$ cat src/rtl/wb_master_pkg.sv
// Shared types for the Wishbone command master: FSM state encoding and response status codes.
package wb_master_pkg;

  typedef enum logic [2:0] {
    IDLE,
    REQ,
    WAIT,
    RETRY,
    RSP
  } state_t;

  localparam logic [1:0] ST_OK    = 2'b00;
  localparam logic [1:0] ST_ERR   = 2'b01;
  localparam logic [1:0] ST_RETRY = 2'b10;
  localparam logic [1:0] ST_TMO   = 2'b11;

endpackage

$ cat src/rtl/wb_master_tmo.sv
// Transaction watchdog: counts enabled cycles since the last clear; expired_o is asserted
// combinationally during the TIMEOUT_CYCLES-th enabled cycle. No backpressure.
module wb_master_tmo #(
  parameter int unsigned TIMEOUT_CYCLES = 255
) (
  input  logic clk_i,
  input  logic rst_n_i,
  input  logic clr_i,
  input  logic en_i,
  output logic expired_o
);

  localparam int unsigned CW = $clog2(TIMEOUT_CYCLES + 1);

  logic [CW-1:0] r_cnt;

  always_ff @(posedge clk_i) begin
    if (!rst_n_i) begin
      r_cnt <= '0;
    end else if (clr_i) begin
      r_cnt <= '0;
    end else if (en_i && !expired_o) begin
      r_cnt <= r_cnt + 1'b1;
    end
  end

  assign expired_o = en_i && (r_cnt == CW'(TIMEOUT_CYCLES - 1));

endmodule

$ cat src/rtl/wb_cmd_master.sv
// Wishbone pipelined initiator, one outstanding cycle; cmd accept -> stb next cycle, rsp 3 cycles
// later with zero stall/ack-after-1; rsp held until rsp_ready_i. Timeout under WB_MASTER_TIMEOUT_EN.
module wb_cmd_master import wb_master_pkg::*; #(
  parameter int unsigned ADDR_WIDTH     = 32,
  parameter int unsigned MAX_RETRY      = 3,
  parameter int unsigned TIMEOUT_CYCLES = 255
) (
  input  logic                  clk_i,
  input  logic                  rst_n_i,
  input  logic                  cmd_valid_i,
  output logic                  cmd_ready_o,
  input  logic                  cmd_we_i,
  input  logic [ADDR_WIDTH-1:0] cmd_adr_i,
  input  logic [3:0]            cmd_sel_i,
  input  logic [31:0]           cmd_dat_i,
  output logic                  rsp_valid_o,
  input  logic                  rsp_ready_i,
  output logic [1:0]            rsp_status_o,
  output logic [31:0]           rsp_dat_o,
  output logic                  wb_cyc_o,
  output logic                  wb_stb_o,
  output logic                  wb_we_o,
  output logic [ADDR_WIDTH-1:0] wb_adr_o,
  output logic [3:0]            wb_sel_o,
  output logic [31:0]           wb_dat_o,
  input  logic                  wb_ack_i,
  input  logic                  wb_err_i,
  input  logic                  wb_rty_i,
  input  logic                  wb_stall_i,
  input  logic [31:0]           wb_dat_i,
  output logic                  busy_o
);

  localparam logic [3:0] LP_MAX_RETRY = 4'(MAX_RETRY);

  state_t                r_state, w_state_nxt;
  logic                  r_cyc, r_stb, r_we, r_rsp_vld;
  logic [ADDR_WIDTH-1:0] r_adr;
  logic [3:0]            r_sel, r_retry_cnt;
  logic [31:0]           r_dat, r_rsp_dat;
  logic [1:0]            r_rsp_status;

  logic                  w_cyc_nxt, w_stb_nxt, w_we_nxt, w_rsp_vld_nxt;
  logic [ADDR_WIDTH-1:0] w_adr_nxt;
  logic [3:0]            w_sel_nxt, w_retry_cnt_nxt;
  logic [31:0]           w_dat_nxt, w_rsp_dat_nxt;
  logic [1:0]            w_rsp_status_nxt;

  logic w_cmd_fire, w_term_live, w_err, w_rty, w_ack, w_retry_ok, w_tmo_expired;

  assign cmd_ready_o = (r_state == IDLE) && rst_n_i;
  assign busy_o      = (r_state != IDLE);
  assign w_cmd_fire  = cmd_valid_i && cmd_ready_o;

  // Terminations count only while the request phase is over or being accepted this cycle.
  assign w_term_live = r_cyc && (((r_state == REQ) && !wb_stall_i) || (r_state == WAIT));
  assign w_err       = w_term_live && wb_err_i;
  assign w_rty       = w_term_live && !wb_err_i && wb_rty_i;
  assign w_ack       = w_term_live && !wb_err_i && !wb_rty_i && wb_ack_i;
  assign w_retry_ok  = (r_retry_cnt < LP_MAX_RETRY);

`ifdef WB_MASTER_TIMEOUT_EN
  logic w_tmo_clr, w_tmo_en;
  assign w_tmo_clr = (w_state_nxt == REQ) && (r_state != REQ);
  assign w_tmo_en  = (r_state == REQ) || (r_state == WAIT);

  wb_master_tmo #(
    .TIMEOUT_CYCLES(TIMEOUT_CYCLES)
  ) u_tmo (
    .clk_i    (clk_i),
    .rst_n_i  (rst_n_i),
    .clr_i    (w_tmo_clr),
    .en_i     (w_tmo_en),
    .expired_o(w_tmo_expired)
  );
`else
  assign w_tmo_expired = 1'b0;
`endif

  always_ff @(posedge clk_i) begin
    if (!rst_n_i) begin
      r_state <= IDLE;
    end else begin
      r_state <= w_state_nxt;
    end
  end

  always_comb begin
    w_state_nxt = r_state;
    unique case (r_state)
      IDLE:  if (w_cmd_fire) w_state_nxt = REQ;
      REQ, WAIT: begin
        if (w_err || w_ack)          w_state_nxt = RSP;
        else if (w_rty)              w_state_nxt = w_retry_ok ? RETRY : RSP;
        else if (w_tmo_expired)      w_state_nxt = RSP;
        else if ((r_state == REQ) && !wb_stall_i) w_state_nxt = WAIT;
      end
      RETRY: w_state_nxt = REQ;
      RSP:   if (rsp_ready_i) w_state_nxt = IDLE;
      default: w_state_nxt = IDLE;
    endcase
  end

  always_comb begin
    w_cyc_nxt        = r_cyc;
    w_stb_nxt        = r_stb;
    w_we_nxt         = r_we;
    w_adr_nxt        = r_adr;
    w_sel_nxt        = r_sel;
    w_dat_nxt        = r_dat;
    w_rsp_vld_nxt    = r_rsp_vld;
    w_rsp_status_nxt = r_rsp_status;
    w_rsp_dat_nxt    = r_rsp_dat;
    w_retry_cnt_nxt  = r_retry_cnt;
    unique case (r_state)
      IDLE: begin
        if (w_cmd_fire) begin
          w_we_nxt  = cmd_we_i;
          w_adr_nxt = cmd_adr_i;
          w_sel_nxt = cmd_sel_i;
          w_dat_nxt = cmd_dat_i;
          w_cyc_nxt = 1'b1;
          w_stb_nxt = 1'b1;
        end
      end
      REQ, WAIT: begin
        if ((r_state == REQ) && !wb_stall_i) w_stb_nxt = 1'b0;
        if (w_err) begin
          w_cyc_nxt        = 1'b0;
          w_stb_nxt        = 1'b0;
          w_rsp_status_nxt = ST_ERR;
          w_rsp_dat_nxt    = '0;
          w_rsp_vld_nxt    = 1'b1;
        end else if (w_rty) begin
          w_cyc_nxt = 1'b0;
          w_stb_nxt = 1'b0;
          if (w_retry_ok) begin
            w_retry_cnt_nxt = r_retry_cnt + 1'b1;
          end else begin
            w_rsp_status_nxt = ST_RETRY;
            w_rsp_dat_nxt    = '0;
            w_rsp_vld_nxt    = 1'b1;
          end
        end else if (w_ack) begin
          w_cyc_nxt        = 1'b0;
          w_stb_nxt        = 1'b0;
          w_rsp_status_nxt = ST_OK;
          w_rsp_dat_nxt    = r_we ? 32'h0 : wb_dat_i;
          w_rsp_vld_nxt    = 1'b1;
        end else if (w_tmo_expired) begin
          w_cyc_nxt        = 1'b0;
          w_stb_nxt        = 1'b0;
          w_rsp_status_nxt = ST_TMO;
          w_rsp_dat_nxt    = '0;
          w_rsp_vld_nxt    = 1'b1;
        end
      end
      RETRY: begin
        w_cyc_nxt = 1'b1;
        w_stb_nxt = 1'b1;
      end
      RSP: begin
        if (rsp_ready_i) begin
          w_rsp_vld_nxt   = 1'b0;
          w_retry_cnt_nxt = '0;
        end
      end
      default: ;
    endcase
  end

  always_ff @(posedge clk_i) begin
    if (!rst_n_i) begin
      r_cyc        <= 1'b0;
      r_stb        <= 1'b0;
      r_we         <= 1'b0;
      r_adr        <= '0;
      r_sel        <= '0;
      r_dat        <= '0;
      r_rsp_vld    <= 1'b0;
      r_rsp_status <= ST_OK;
      r_rsp_dat    <= '0;
      r_retry_cnt  <= '0;
    end else begin
      r_cyc        <= w_cyc_nxt;
      r_stb        <= w_stb_nxt;
      r_we         <= w_we_nxt;
      r_adr        <= w_adr_nxt;
      r_sel        <= w_sel_nxt;
      r_dat        <= w_dat_nxt;
      r_rsp_vld    <= w_rsp_vld_nxt;
      r_rsp_status <= w_rsp_status_nxt;
      r_rsp_dat    <= w_rsp_dat_nxt;
      r_retry_cnt  <= w_retry_cnt_nxt;
    end
  end

  assign wb_cyc_o     = r_cyc;
  assign wb_stb_o     = r_stb;
  assign wb_we_o      = r_we;
  assign wb_adr_o     = r_adr;
  assign wb_sel_o     = r_sel;
  assign wb_dat_o     = r_dat;
  assign rsp_valid_o  = r_rsp_vld;
  assign rsp_status_o = r_rsp_status;
  assign rsp_dat_o    = r_rsp_dat;

endmodule

$ cat config.mk
export PLATFORM = sky130hd
export DESIGN_NAME = wb_cmd_master
export DESIGN_NICKNAME = d
export VERILOG_FILES = /design/src/rtl/wb_master_pkg.sv /design/src/rtl/wb_master_tmo.sv /design/src/rtl/wb_cmd_master.sv
export SDC_FILE = /design/constraint.sdc
export NUM_CORES = 1
export LEC_CHECK = 0
export BUFFER_PORTS_ARGS = -buffer_cell sky130_fd_sc_hd__buf_2
export CAP_MARGIN = 10
export CORE_UTILIZATION = 44
export DETAILED_ROUTE_END_ITERATION = 6
export GPL_TIMING_DRIVEN = 0
export HOLD_SLACK_MARGIN = 0.02
export PLACE_DENSITY = 0.8
export RECOVER_POWER = 25
export SLEW_MARGIN = 40
export SYNTH_ARGS = -nofsm -noshare
export SYNTH_HDL_FRONTEND = slang
export SYNTH_SLANG_ARGS = --single-unit
$ cat constraint.sdc
create_clock -name clk_i -period 2.4 [get_ports clk_i]
set_input_delay 0.72 -clock clk_i [delete_from_list [all_inputs] [get_ports clk_i]]
set_output_delay 0.72 -clock clk_i [all_outputs]
set_load 0.1 [all_outputs]
Yosys cells after proc, flatten, opt, wreduce, memory -nomap -nowiden
Cells that the tools add are included.

Register bits after elaboration: 113. Output and inout bits: 108. Word-level logic and storage cells: 91.

$add $sub $neg: 1. Eq/ne operators: 14. Magnitude comparators: 1. Muxes and demuxes: 37. Reductions and logical operators: 27.

Operator list (count): $mux W32 (5); $mux W3 (6); $mux W4 (4); $mux W1 (13); $ne A4 B4 Y1 const B (3); $pmux W3 S4 (1); $reduce_and A3 Y1 (4); $ne A2 B2 Y1 const B (5); $logic_and A1 B1 Y1 (9); $reduce_bool A3 Y1 (3); $mux W2 (4); $pmux W4 S2 (1); $eq A3 B2 Y1 const B (2); $pmux W1 S3 (2); $ne A5 B5 Y1 const B (1); $reduce_and A5 Y1 (1); $add A4 B1 Y4 const B (1); $lt A4 B2 Y1 const B (1); $reduce_and A4 Y1 (1); $eq A3 B1 Y1 const B (1); $eq A3 B3 Y1 const B (1); $logic_not A1 Y1 (3); $logic_not A3 Y1 (1); $ne A3 B3 Y1 const B (1); 5 further kinds (6).

Logic depth before layout (Yosys ltp)
Word-level depth: 11. Gate-level depth with buffers: 8.

Least setup slack after synthesis
No wires, ideal clock.

Kind: input -> output. Start point: in rst_n_i. End point: out cmd_ready_o. Setup slack: -325 ps. Data arrival time: 2005 ps. Data required time: 1680 ps. Cell stages on the path: 3. Path buffers: 2. Cells stage by stage: clkbuf_1 clkbuf_1 and2_1.

Word-level cells in the longest chain between the ends: 1.

Ends and longest elaborated chain: from (decl) (line wb_cmd_master.sv:9) `input logic rst_n_i,`; $logic_and A1 B1 Y1 (line wb_cmd_master.sv:51) `assign cmd_ready_o = (r_state == IDLE) && rst_n_i;`; to (decl) (line wb_cmd_master.sv:11) `output logic cmd_ready_o,`.

No other way between the ends.

Worst setup path in the final report
Same ends and word-level chain as after synthesis.

==> impl_metrics.json <==
{
  "status": "complete, but fails checks",
  "violations": "DRC",
  "syn_area_mm2": 0.004054,
  "arrival_ns": 1.62,
  "cts-root-buf": "clkbuf_8",
  "drcViolationCount": 19,
  "routed_via_density": 5.042,
  "crit_type": "in2out",
  "vdd_drop_max_v": 0.0006743,
  "leakagePower_nw": 3.128,
  "rows": 34,
  "slew_violations": 0,
  "grt_max_degree": 20,
  "drt_iter0_drc": 118,
  "finalPower_mw": 8.175,
  "hold_path.class": "in2reg",
  "clk_path_buf_depth": 2,
  "die_w_um": 97.99,
  "num_vias": 4099,
  "pre_cts_ws_ns": -0.6354,
  "fmax_mhz": 426.7,
  "crit_path_frequent_cell": "buf_2",
  "synthCells": 460,
  "drive_gt1_share_pct": 37.30,
  "crit_end": "cmd_ready_o",
  "pwr-share-comb_pct": 40.0,
  "regArea_mm2": 0.002262,
  "gp_congestion": 0.8553,
  "synth_edf_count": 0,
  "grt_pass1_wl_mm": 18.53,
  "start_util_pct": 46.04,
  "wl_per_cell_um": 14.00,
  "htree_levels": 4,
  "hpwl_mm": 8.468,
  "clock-skew-final_ns": 0.01008,
  "fill_cells": 722,
  "setup_viol": 0,
  "antenna_left": 0,
  "fin_area_mm2": 0.005889,
  "die_h_um": 97.99,
  "crit_required_ns": 1.68,
  "p_int_mw": 4.475,
  "power_frac_clock_pct": 31.5,
  "reg2reg_slack_ns": 0.20,
  "drv_cap": 0,
  "final_common_cell": "buf_2",
  "slew_headroom_pct": 52.92,
  "final_nets": 804,
  "clock_latency_ns": 0.49,
  "grt-ovfl-total": 0,
  "grt_use_total_pct": 24.12,
  "routed_wl_mm": 11.38,
  "die_area_mm2": 0.009601,
  "timing.final.crit_share_pct": 97.66,
  "insertedDiodeCount": 0,
  "max_stage_delay_ns": 0.34,
  "cts_buffers": 17,
  "crit_buf_inv": 3,
  "holdWs_ns": 0.4072,
  "crit-reg2reg-launch": "r_state[0]",
  "final_cell_mix": "buf_2 (218), nand2_1 (147), dfxtp_1 (113)",
  "rsz0062_at_grt": "no",
  "crit_fanout": 19,
  "r2r_cells": 6,
  "post-route-min-period_ns": 2.344,
  "endpoint_kind": "output pin",
  "cp-start-kind": "input pin",
  "path_cells": "buf_2 > buf_2 > and2_4 > buf_6",
  "crit_path_start": "rst_n_i",
  "ys_seq_elements": 113,
  "cts_setup_buffers": 0,
  "cp.depth": 4,
  "synthesis.nets": 570,
  "synth_cell_type_count": 38,
  "cp_top_family": "buffers and inverters",
  "antenna_found_initial": 0,
  "cts.clk_slew.worst_paths_ns": 0.06,
  "cts_sinks": 113,
  "core_area_mm2": 0.008806,
  "pwr_density_cell_mw_per_mm2": 1388,
  "fin_ws_ns": 0.05626,
  "hold_viol_final": 0,
  "grt_pass1_vias": 4024,
  "portBuffers": 216,
  "place_area_mm2": 0.005273,
  "ioPinCount": 217,
  "avgSynthCellArea_um2": 8.813,
  "crit_slowest_cell": "buf_2",
  "synth.yosys.warnings": 0,
  "switching_share_pct": 45.26,
  "yosysSeqAreaShare_pct": 55.80,
  "synthFlopType": "dfxtp_1",
  "setup_tns_ns": 0,
  "drt-pass1-iter-count": 7,
  "power.switching_mw": 3.700,
  "tightestPinTransition_ns": 0.7044,
  "area_delta_synth_final_pct": 45.28,
  "multi_input_comb_area_mm2": 0.001595,
  "cts_tree": "yes",
  "power.share.sequential_pct": 28.5,
  "worstReg2RegEnd": "r_state[0]",
  "async_reset_ff_share_pct": 0
}
==> layout make-up <==
class                   instances  area share (%)
inverters                       5          0.3187
clock buffers                  20           7.733
repair buffers                216           18.46
well taps                     108           2.294
plain buffers                  35           2.996
multi-input cells             306           27.09
flip-flops and latches        113           38.41
clock inverters                10           2.698
==> tightest hold or removal path, delay by kind of cell <==
| family | cells | cell delay (ns) |
|---|---|---|
| and+or+nand+nor | 2 | 0.08 |
| buffers and inverters | 1 | 0.07 |
==> state kept, by name (all words and copies together) (netlist names) <==
| name | count |
|---|---|
| rsp_valid_o | 1 |
| wb_cyc_o | 1 |
| rsp_status_o | 2 |
| rsp_dat_o | 32 |
| r_state | 3 |
| wb_dat_o | 32 |
| wb_we_o | 1 |
| wb_sel_o | 4 |
| r_retry_cnt | 4 |
| wb_adr_o | 32 |
| wb_stb_o | 1 |
==> logic make-up after synthesis <==
family	Yosys count	share of synthesized area [%]
AOI/OAI and AO/OA	60	12.25
adders and majority gates	1	0.3086
buffers and inverters	41	5.062
DFF	113	55.80
and+or+nand+nor	245	26.57
==> metal layers <==
metal / vias up / GRT usage (%) / part of all wire [%]
li1: 2037 / - / -
met1: 1864 / 26.72 / 41
met2: 184 / 42.25 / 49
met3: 14 / 8.304 / 8.9
met4: 0 / 9.674 / 1.5
met5: - / 0 / 0
==> synthesized netlist by cell type (2+ instances only) <==
cell type	n	area share [%]
a21boi_0	2	0.37
nor3_1	6	0.74
buf_2	5	0.62
dfxtp_1	113	56
nand3_1	72	8.9
and3_1	3	0.46
nor4b_1	2	0.43
a211oi_1	2	0.37
buf_1	7	0.65
buf_6	6	1.7
nand2b_1	2	0.31
nand2_1	147	14
o21ai_0	3	0.37
and2_1	4	0.62
a22o_1	32	6.9
nor2_1	2	0.19
clkbuf_1	18	1.7
a211oi_2	2	0.62
a21oi_1	8	0.99
nor3b_1	2	0.37
inv_1	5	0.46
==> power groups by stage <==
stage / registers, mW / clock network (mW) / logic [mW]
2_1_floorplan: 4.25 / 0 / 0.797
3_3_place_gp: 2.34 / 0 / 3.22
3_5_place_dp: 2.36 / 0 / 3.25
4_1_cts: 2.33 / 2.62 / 3.28
5_1_grt: 2.36 / 2.71 / 3.42
6_report: 2.33 / 2.58 / 3.27
==> what timing repair did <==
action | 4_1_cts | 5_1_grt
endpoints found under the hold margin | 0 | 0
hold buffers | 0 | 0
gates resized for setup | 4 | 2
setup endpoints to repair | 2 | 2
==> through the flow <==
step / utilization (%) / cells
after floorplan: - / 460
after global placement: 59.88 / 784
after detailed placement: 59.88 / 784
after CTS: 66.95 / 813
after global routing: 66.88 / 813
final: 66.88 / 813
==> worst min-delay path by stage <==
stage / startpoint / to / slack [ns] / cells past startpoint
floorplan: r_retry_cnt[3] / r_retry_cnt[3] / 0.43 / 2
global placement: rsp_valid_o / rsp_valid_o / 0.43 / 2
detailed placement: wb_adr_o[22] / wb_adr_o[22] / 0.44 / 2
CTS: cmd_adr_i[6] / wb_adr_o[6] / 0.38 / 3
global route: cmd_adr_i[6] / wb_adr_o[6] / 0.38 / 3
finish: cmd_adr_i[6] / wb_adr_o[6] / 0.41 / 3
Note: power is estimated with default switching activity, not from simulation.
